[src/rtl/rca_config_bank_pkg.sv]
`default_nettype none
// ============================================================================
// Module      : rca_config_bank_pkg
// Description : Shared types and constants for the RCA operand-routing
//               configuration bank (RCA ids, commit states, table entry).
// Revision    : 1.0 - initial release
// ============================================================================
package rca_config_bank_pkg;

  localparam int c_NUM_RCAS        = 3;
  localparam int c_NUM_READ_PORTS  = 5;
  localparam int c_NUM_WRITE_PORTS = 2;
  localparam int c_ADDR_W          = 5;

  // Width of a select able to index the larger of the two port tables.
  function automatic int sel_width(input int a, input int b);
    int m;
    m = (a > b) ? a : b;
    return (m > 1) ? $clog2(m) : 1;
  endfunction

  localparam int PORT_SEL_W = sel_width(c_NUM_READ_PORTS, c_NUM_WRITE_PORTS);
  localparam int RCA_ID_W   = (c_NUM_RCAS > 1) ? $clog2(c_NUM_RCAS) : 1;

  typedef logic [RCA_ID_W-1:0] rca_id_t;

  typedef enum logic [0:0] {
    IDLE    = 1'b0,
    PENDING = 1'b1
  } rca_cfg_state_t;

  typedef struct packed {
    logic [c_NUM_READ_PORTS-1:0][c_ADDR_W-1:0]  src;
    logic [c_NUM_WRITE_PORTS-1:0][c_ADDR_W-1:0] dest;
  } rca_cfg_entry_t;

endpackage : rca_config_bank_pkg
`default_nettype wire

[src/rtl/rca_config_bank_commit_fsm.sv]
`default_nettype none
// ============================================================================
// Module      : rca_commit_fsm
// Description : Per-RCA commit handshake. An accepted commit parks the FSM in
//               PENDING until the RCA reports no work in flight; on that edge
//               copy_en tells the bank to move shadow into active.
// Revision    : 1.0 - initial release
// ============================================================================
module rca_commit_fsm
  import rca_config_bank_pkg::*;
(
  input  logic clk,
  input  logic rst_n,
  input  logic accept,
  input  logic busy,
  output logic pending,
  output logic copy_en
);

  localparam logic [0:0] c_ST_IDLE    = 1'(IDLE);
  localparam logic [0:0] c_ST_PENDING = 1'(PENDING);

  logic [0:0] r_state;
  logic [0:0] w_state_nxt;

  // Next-state: wait in PENDING until the RCA drains.
  always_comb begin
    w_state_nxt = r_state;
    case (r_state)
      c_ST_IDLE:    if (accept) w_state_nxt = c_ST_PENDING;
      c_ST_PENDING: if (!busy)  w_state_nxt = c_ST_IDLE;
      default:      w_state_nxt = c_ST_IDLE;
    endcase
  end

  // State register; reset abandons any commit in progress.
  always_ff @(posedge clk or negedge rst_n) begin
    if (!rst_n) r_state <= c_ST_IDLE;
    else        r_state <= w_state_nxt;
  end

  assign pending = (r_state == c_ST_PENDING);
  assign copy_en = pending && !busy;

endmodule : rca_commit_fsm
`default_nettype wire

[src/rtl/rca_config_bank.sv]
`default_nettype none
// ============================================================================
// Module      : rca_config_bank
// Description : Double-buffered RCA source/destination register-address
//               tables. Software writes the shadow copy; a per-RCA commit
//               copies shadow to active once the RCA is idle; issue reads
//               the active copy through a registered port.
//               Optional macro RCA_CFG_ERR_EN adds a sticky cfg_err flag for
//               out-of-range writes, commits and reads (cleared by
//               cfg_err_clr).
// Revision    : 1.0 - initial release
// ============================================================================
module rca_config_bank
  import rca_config_bank_pkg::*;
#(
  parameter int NUM_RCAS        = c_NUM_RCAS,
  parameter int NUM_READ_PORTS  = c_NUM_READ_PORTS,
  parameter int NUM_WRITE_PORTS = c_NUM_WRITE_PORTS,
  parameter int ADDR_W          = c_ADDR_W,
  parameter int PORT_SEL_W      = sel_width(NUM_READ_PORTS, NUM_WRITE_PORTS),
  parameter int RCA_SEL_W       = (NUM_RCAS > 1) ? $clog2(NUM_RCAS) : 1
) (
  input  logic                                      clk,
  input  logic                                      rst_n,
  input  logic                                      cfg_wr_valid,
  output logic                                      cfg_wr_ready,
  input  logic [RCA_SEL_W-1:0]                      cfg_rca_sel,
  input  logic                                      cfg_is_dest,
  input  logic [PORT_SEL_W-1:0]                     cfg_port_sel,
  input  logic [ADDR_W-1:0]                         cfg_reg_addr,
  input  logic                                      commit_valid,
  output logic                                      commit_ready,
  input  logic [RCA_SEL_W-1:0]                      commit_rca_sel,
  input  logic [NUM_RCAS-1:0]                       rca_busy,
  input  logic                                      rd_en,
  input  logic [RCA_SEL_W-1:0]                      rd_rca_sel,
  output logic [NUM_READ_PORTS-1:0][ADDR_W-1:0]     rd_src_addrs,
  output logic [NUM_WRITE_PORTS-1:0][ADDR_W-1:0]    rd_dest_addrs,
  output logic                                      rd_cfg_valid,
  output logic [NUM_RCAS-1:0]                       commit_pending
`ifdef RCA_CFG_ERR_EN
  ,
  input  logic                                      cfg_err_clr,
  output logic                                      cfg_err
`endif
);

  logic [NUM_READ_PORTS-1:0][ADDR_W-1:0]  r_shadow_src  [NUM_RCAS];
  logic [NUM_WRITE_PORTS-1:0][ADDR_W-1:0] r_shadow_dest [NUM_RCAS];
  logic [NUM_READ_PORTS-1:0][ADDR_W-1:0]  r_active_src  [NUM_RCAS];
  logic [NUM_WRITE_PORTS-1:0][ADDR_W-1:0] r_active_dest [NUM_RCAS];
  logic [NUM_RCAS-1:0]                    r_active_valid;

  logic [NUM_READ_PORTS-1:0][ADDR_W-1:0]  r_rd_src;
  logic [NUM_WRITE_PORTS-1:0][ADDR_W-1:0] r_rd_dest;
  logic                                   r_rd_valid;

  logic [NUM_RCAS-1:0] w_pending;
  logic [NUM_RCAS-1:0] w_copy_en;
  logic [NUM_RCAS-1:0] w_accept;
  logic                w_wr_fire;

  // Handshake readiness; out-of-range selects are always ready and dropped.
  always_comb begin
    cfg_wr_ready = 1'b1;
    commit_ready = 1'b1;
    for (int i = 0; i < NUM_RCAS; i++) begin
      if (cfg_rca_sel == RCA_SEL_W'(i))    cfg_wr_ready = ~w_pending[i];
      if (commit_rca_sel == RCA_SEL_W'(i)) commit_ready = ~w_pending[i];
    end
  end

  assign w_wr_fire = cfg_wr_valid && cfg_wr_ready;

  generate
    for (genvar i = 0; i < NUM_RCAS; i++) begin : g_rca
      assign w_accept[i] = commit_valid && commit_ready &&
                           (commit_rca_sel == RCA_SEL_W'(i));

      rca_commit_fsm u_commit_fsm (
        .clk     (clk),
        .rst_n   (rst_n),
        .accept  (w_accept[i]),
        .busy    (rca_busy[i]),
        .pending (w_pending[i]),
        .copy_en (w_copy_en[i])
      );
    end
  endgenerate

  assign commit_pending = w_pending;

  // Shadow tables: software writes; entries past the table length match no slot.
  always_ff @(posedge clk or negedge rst_n) begin
    if (!rst_n) begin
      for (int i = 0; i < NUM_RCAS; i++) begin
        r_shadow_src[i]  <= '0;
        r_shadow_dest[i] <= '0;
      end
    end else if (w_wr_fire) begin
      for (int i = 0; i < NUM_RCAS; i++) begin
        if (cfg_rca_sel == RCA_SEL_W'(i)) begin
          for (int p = 0; p < NUM_READ_PORTS; p++)
            if (!cfg_is_dest && cfg_port_sel == PORT_SEL_W'(p))
              r_shadow_src[i][p] <= cfg_reg_addr;
          for (int p = 0; p < NUM_WRITE_PORTS; p++)
            if (cfg_is_dest && cfg_port_sel == PORT_SEL_W'(p))
              r_shadow_dest[i][p] <= cfg_reg_addr;
        end
      end
    end
  end

  // Active tables: whole-table copy from shadow when the commit completes.
  always_ff @(posedge clk or negedge rst_n) begin
    if (!rst_n) begin
      r_active_valid <= '0;
      for (int i = 0; i < NUM_RCAS; i++) begin
        r_active_src[i]  <= '0;
        r_active_dest[i] <= '0;
      end
    end else begin
      for (int i = 0; i < NUM_RCAS; i++) begin
        if (w_copy_en[i]) begin
          r_active_src[i]   <= r_shadow_src[i];
          r_active_dest[i]  <= r_shadow_dest[i];
          r_active_valid[i] <= 1'b1;
        end
      end
    end
  end

  // Registered read of the active table; a concurrent copy is seen next read.
  always_ff @(posedge clk or negedge rst_n) begin
    if (!rst_n) begin
      r_rd_src   <= '0;
      r_rd_dest  <= '0;
      r_rd_valid <= 1'b0;
    end else if (rd_en) begin
      r_rd_src   <= '0;
      r_rd_dest  <= '0;
      r_rd_valid <= 1'b0;
      for (int i = 0; i < NUM_RCAS; i++) begin
        if (rd_rca_sel == RCA_SEL_W'(i)) begin
          r_rd_src   <= r_active_src[i];
          r_rd_dest  <= r_active_dest[i];
          r_rd_valid <= r_active_valid[i];
        end
      end
    end
  end

  assign rd_src_addrs  = r_rd_src;
  assign rd_dest_addrs = r_rd_dest;
  assign rd_cfg_valid  = r_rd_valid;

`ifdef RCA_CFG_ERR_EN
  logic w_err_set;
  logic r_cfg_err;

  assign w_err_set =
      (w_wr_fire && ((int'(cfg_rca_sel) >= NUM_RCAS) ||
                     (!cfg_is_dest && int'(cfg_port_sel) >= NUM_READ_PORTS) ||
                     ( cfg_is_dest && int'(cfg_port_sel) >= NUM_WRITE_PORTS))) ||
      (commit_valid && commit_ready && int'(commit_rca_sel) >= NUM_RCAS) ||
      (rd_en && int'(rd_rca_sel) >= NUM_RCAS);

  // Sticky error flag; a new error outranks a clear in the same cycle.
  always_ff @(posedge clk or negedge rst_n) begin
    if (!rst_n)           r_cfg_err <= 1'b0;
    else if (w_err_set)   r_cfg_err <= 1'b1;
    else if (cfg_err_clr) r_cfg_err <= 1'b0;
  end

  assign cfg_err = r_cfg_err;
`endif

endmodule : rca_config_bank
`default_nettype wire

[config.mk]
export PLATFORM = sky130hd
export DESIGN_NAME = rca_config_bank
export DESIGN_NICKNAME = d
export VERILOG_FILES = /design/src/rtl/rca_config_bank_pkg.sv /design/src/rtl/rca_config_bank_commit_fsm.sv /design/src/rtl/rca_config_bank.sv
export SDC_FILE = /design/constraint.sdc
export NUM_CORES = 1
export LEC_CHECK = 0
export ABC_AREA = 0
export CAP_MARGIN = 5
export CORE_AREA = 2 2 154 156
export DETAILED_ROUTE_END_ITERATION = 7
export DIE_AREA = 0 0 156 158
export RECOVER_POWER = 25
export SYNTH_ARGS = -nofsm -noshare
export SYNTH_HDL_FRONTEND = slang
export SYNTH_SLANG_ARGS = --single-unit
[constraint.sdc]
create_clock -name clk -period 1.99 [get_ports clk]
set_input_delay 0.398 -clock clk [delete_from_list [all_inputs] [get_ports clk]]
set_output_delay 0.398 -clock clk [all_outputs]
set_load 0.02 [all_outputs]
* After elaboration in Yosys (flattened, before gate mapping)
Cells that the tools add are included.
Word-level totals: latch bits 0, memories 0, memory bits (read-only) 0, memory bits (writable) 0, register bits 252, output and inout bits 41
Cells by class: bitwise gates (word level) 3, shifts and indexed selects 0, div/mod/pow operators 0, reductions and logical operators 44, equal/unequal tests 10, muxes and demuxes 24, add/sub/neg operators 0, $lt $le $gt $ge 0, $mul 0
Operator list (count):
- $mux 25 | 3
- $reduce_and 3->1 | 21
- $mux 10 | 3
- $logic_and 1x1->1 | 15
- $mux 1 | 15
- $eq 2x1->1 const B | 3
- $eq 2x2->1 const B | 3
- $eq 3x2->1 const B | 2
- $logic_not 2->1 | 3
- $pmux 1 s2 | 3
- $logic_not 1->1 | 4
- $eq 3x1->1 const B | 1
- $eq 3x3->1 const B | 1
- $logic_not 3->1 | 1
- $not 1->1 | 3

* Longest topological paths before layout
word-level depth 8, gate-level depth with buffers 6, depth with buffers taken out 3

* By module
A second synthesis with hierarchy kept.
Unflattened totals: cell total of the unflattened synthesis 737, area total of the unflattened synthesis 10319.9 um^2
By module, submodules not included:
- rca_config_bank | area an instance 10181.0 um^2, sequential area each 6231.0 um^2, times used 1, cells each 728
- rca_commit_fsm | area an instance 46.3 um^2, sequential area each 25.0 um^2, times used 3, cells each 3

* Least setup slack after synthesis
Ideal clock, no wire load.
path type input to register, start point input port cfg_port_sel[1], end point register r_shadow_src[25] (netlist name), buffers on the path 1, arrival time 1.439 ns, setup time 0.125 ns, data required time 1.865 ns, slack 0.426 ns, cell stages on the path 4, cells stage by stage buf_2 nor4_1 nand2_1 mux2_2
Between the ends: longest elaborated chain between the ends 3
RTL lines:
- start, declared | line rca_config_bank.sv:29 | input logic [PORT_SEL_W-1:0] cfg_port_sel,
- $logic_not 3->1 | line rca_config_bank.sv:104 | if (!cfg_is_dest && cfg_port_sel == PORT_SEL_W'(p))
- $logic_and 1x1->1 | line rca_config_bank.sv:104
- $reduce_and 3->1 (no line)
- end signal, assigned by index | line rca_config_bank.sv:105 | r_shadow_src[i][p] <= cfg_reg_addr;
- end, declared | line rca_config_bank.sv:48 | logic [NUM_READ_PORTS-1:0][ADDR_W-1:0] r_shadow_src [NUM_RCAS];
No other way between the ends. A chain may end at the register's enable or synchronous reset.

* Final worst setup path
start point register r_rd_src, in the netlist rd_src_addrs[2], end point output port rd_src_addrs[2] (netlist name)
RTL lines:
- start, declared | line rca_config_bank.sv:54 | logic [NUM_READ_PORTS-1:0][ADDR_W-1:0] r_rd_src;
- start signal, assigned | line rca_config_bank.sv:145 | r_rd_src <= r_active_src[i];
- end, declared | line rca_config_bank.sv:37 | output logic [NUM_READ_PORTS-1:0][ADDR_W-1:0] rd_src_addrs,
No word-level cell between the ends.

==> flow_summary.toml <==
[die]
start_util_pct = 44.5
io_pins = 64
die_w_um = 156
core-area_mm2 = 0.0231
die_y_um = 158
dieArea_mm2 = 0.0246
rows = 56

[power_and_ir_drop]
power.static_leakage_uw = 0.00593
total_power_uw = 13200
vdd_drop_max_mv = 0.751
powerDensity_mw_per_mm2 = 1070

[logic_synthesis]
async_flop_share_pct = 100
synth_edf_count = 0
seq_area_frac_synth_pct = 61.5
synth.distinct_cells = 25
syn_avg_cell_area_um2 = 14.4
yosys_register_bits = 252
ys.flop_type = "dfrtp_1"
syn-cell-area_mm2 = 0.0103
ys_warn_count = 0
syn_inst = 710
synthesis.nets = 733

[cts]
tritoncts = "built"
clockBufferDepth = 3
clkTransAtPathRegs_ns = 0.06
worstSkewPairLatency_ns = 0.53
cts_buffers = 27
htreeDepth = 1
cts_setup_buffers = 0
root_buffer = "clkbuf_16"
cts.sinks = 252

[critical_path]
r2r-end = "r_shadow_src[17]"
start_kind = "register"
critPathArrivalTime_ns = 1.51
r2r-start = "g_rca[2].u_commit_fsm.pending"
critPathTopFamily = "buffers and inverters"
slowest_delay_ns = 0.63
critical_path.startpoint = "rd_src_addrs[2]"
slowest_stage = "clkdlybuf4s50_1"
cp_num_buf_inv = 1
timing.critical_path.required_ns = 1.59
critical_path.cell_chain = "clkdlybuf4s50_1"
cp-end-kind = "output pin"
worst-path-stages = 1
crit_fanout = 2
criticalPathCategory = "reg2out"
ff2ff_setup_slack_ns = 0.13
endpoint = "rd_src_addrs[2]"
ff2ff_path_depth = 4

[sta]
drv_slew = 0
fin_worst_skew_ns = 0.0181
hold_violations = 0
clock.fmax_ghz = 0.525
setup_viol = 0
period_share_pct = 95.8
worst_hold_slack_ns = 0.387
rsz0062_at_grt = "false"
slew_headroom_pct = 45.3
worst_slew_pin_slew_ns = 0.820
setup_slack_ns = 0.0839
fin_crit_ns = 1.91

[finish]
nFillCells = 1906
antennaDiodeCount = 0
drive_gt1_share_pct = 38.0
synthToLayoutAreaGrowth_pct = 20.7
multi_input_area_mm2 = 0.00374
nets = 819
seq_area_mm2 = 0.00631
design_area_mm2 = 0.0124

[place]
placed_area_mm2 = 0.0115
gp_congestion = 0.725
place_ws_ns = -0.451
io_buffers = 63
dpl.hpwl_um = 14000

[global_routing]
grt_pass1_vias = 6641
grtUsageTotal_pct = 18.6
gr-total-overflow = 0
grt_pass1_wl_um = 35900
antenna_found_initial = 0
grt_max_degree = 77

[job]
max_cap_viol_count = 0

[hold_path]
min_path_type = "in2reg"

[routing]
wl_per_cell_um = 20.1
vias = 5917
viasPerCell = 5.36
antenna_left = 0
drtIter0Drc = 238
first_pass_iters = 4
totalWireLength_um = 22200
drc = 0

[outcome]
run_status = "finished, final reports clean"
[synthesized netlist by cell type, drive strengths merged, types with 5 or more instances]
| master | count | area, um2 |
|---|---|---|
| a21oi | 37 | 185 |
| a2bb2oi | 36 | 315 |
| nor2 | 39 | 146 |
| nor4b | 5 | 83.8 |
| buf | 27 | 145 |
| nor2b | 5 | 31.3 |
| clkbuf | 22 | 82.6 |
| nand2 | 22 | 82.6 |
| mux2i | 38 | 380 |
| mux2 | 210 | 2360 |
| dfrtp | 252 | 6310 |
[per-stage QoR]
stage	util [%]	setup TNS, ns	cells
final	53.7	0	1104
after global routing	53.7	0	1104
after detailed placement	49.8	-26.94	1056
after global placement	49.8	-24.53	1056
after CTS	53.8	0	1104
after floorplan	-	0	710
[cell usage in the layout (no fill, tap or decap), drive strengths merged]
cell / count
mux2i: 38
mux2: 210
o21ai: 2
nor4bb: 2
nor2b: 5
a21oi: 37
nand2: 22
dlygate4sd3: 1
clkdlybuf4s50: 55
a2bb2oi: 36
or2: 3
inv: 3
and4bb: 1
bufinv: 3
clkbuf: 40
nand4: 3
dfrtp: 252
a31oi: 1
nor4b: 5
nor4: 1
dlygate4sd2: 3
nor2: 39
nand3b: 1
clkinvlp: 1
o41ai: 1
buf: 45
clkinv: 4
[how the worst min path moves through the flow]
stage / start / to / slack (ns) / cells past startpoint
5_1_grt: rd_en / rd_src_addrs[4] / 0.39 / 3
3_5_place_dp: rst_n / g_rca[2].u_commit_fsm.pending / 0.27 / 1
6_report: rd_en / rd_dest_addrs[9] / 0.39 / 3
2_1_floorplan: rst_n / g_rca[0].u_commit_fsm.pending / 0.10 / 0
3_3_place_gp: rst_n / g_rca[2].u_commit_fsm.pending / 0.27 / 1
4_1_cts: rst_n / g_rca[2].u_commit_fsm.pending / 0.30 / 2
[cell families after synthesis]
logic type	Yosys count	share of synthesized area, %
AOI/OAI and AO/OA	77	5.13
buffers and inverters	51	2.29
DFF	252	61.5
muxes	248	26.8
and+or+nand+nor	82	4.30
[routing by layer]
metal,GRT usage (%),part of all wire [%],vias to the layer above
met5,0,0,-
met1,24.7,46,3115
met4,4.19,1.5,0
li1,-,-,2702
met3,2.66,2.4,25
met2,32.7,50,75
[layout make-up]
class	instances	share of cell area, %
Sequential cell	252	51.0
Multi-Input combinational cell	407	30.2
Timing Repair Buffer	106	8.45
Clock buffer	38	6.36
Tap cell	290	2.93
Clock inverter	9	1.02
Inverter	2	0.0607
[state kept, by name, summed over array words and instances, names as in the netlist]
name	cells
rd_cfg_valid	1
g_rca.u_commit_fsm.pending	3
r_active_dest	30
r_shadow_src	75
r_active_valid	3
r_active_src	75
rd_src_addrs	25
r_shadow_dest	30
rd_dest_addrs	10
[what timing repair did]
action | CTS | global route
endpoints found under the hold margin | 24 | 0
resized for setup | 14 | 1
pin swaps | 0 | 0
endpoints found under the setup margin | 5 | 1
hold buffers | 1 | 0
[power by group]
part	switching, uW	leakage, uW	internal (uW)
logic	809	0.00215	1030
registers	402	0.00333	5910
clock network	1970	0.000450	3120
total	3190	0.00593	10100
(Power assumes the default switching activity.)
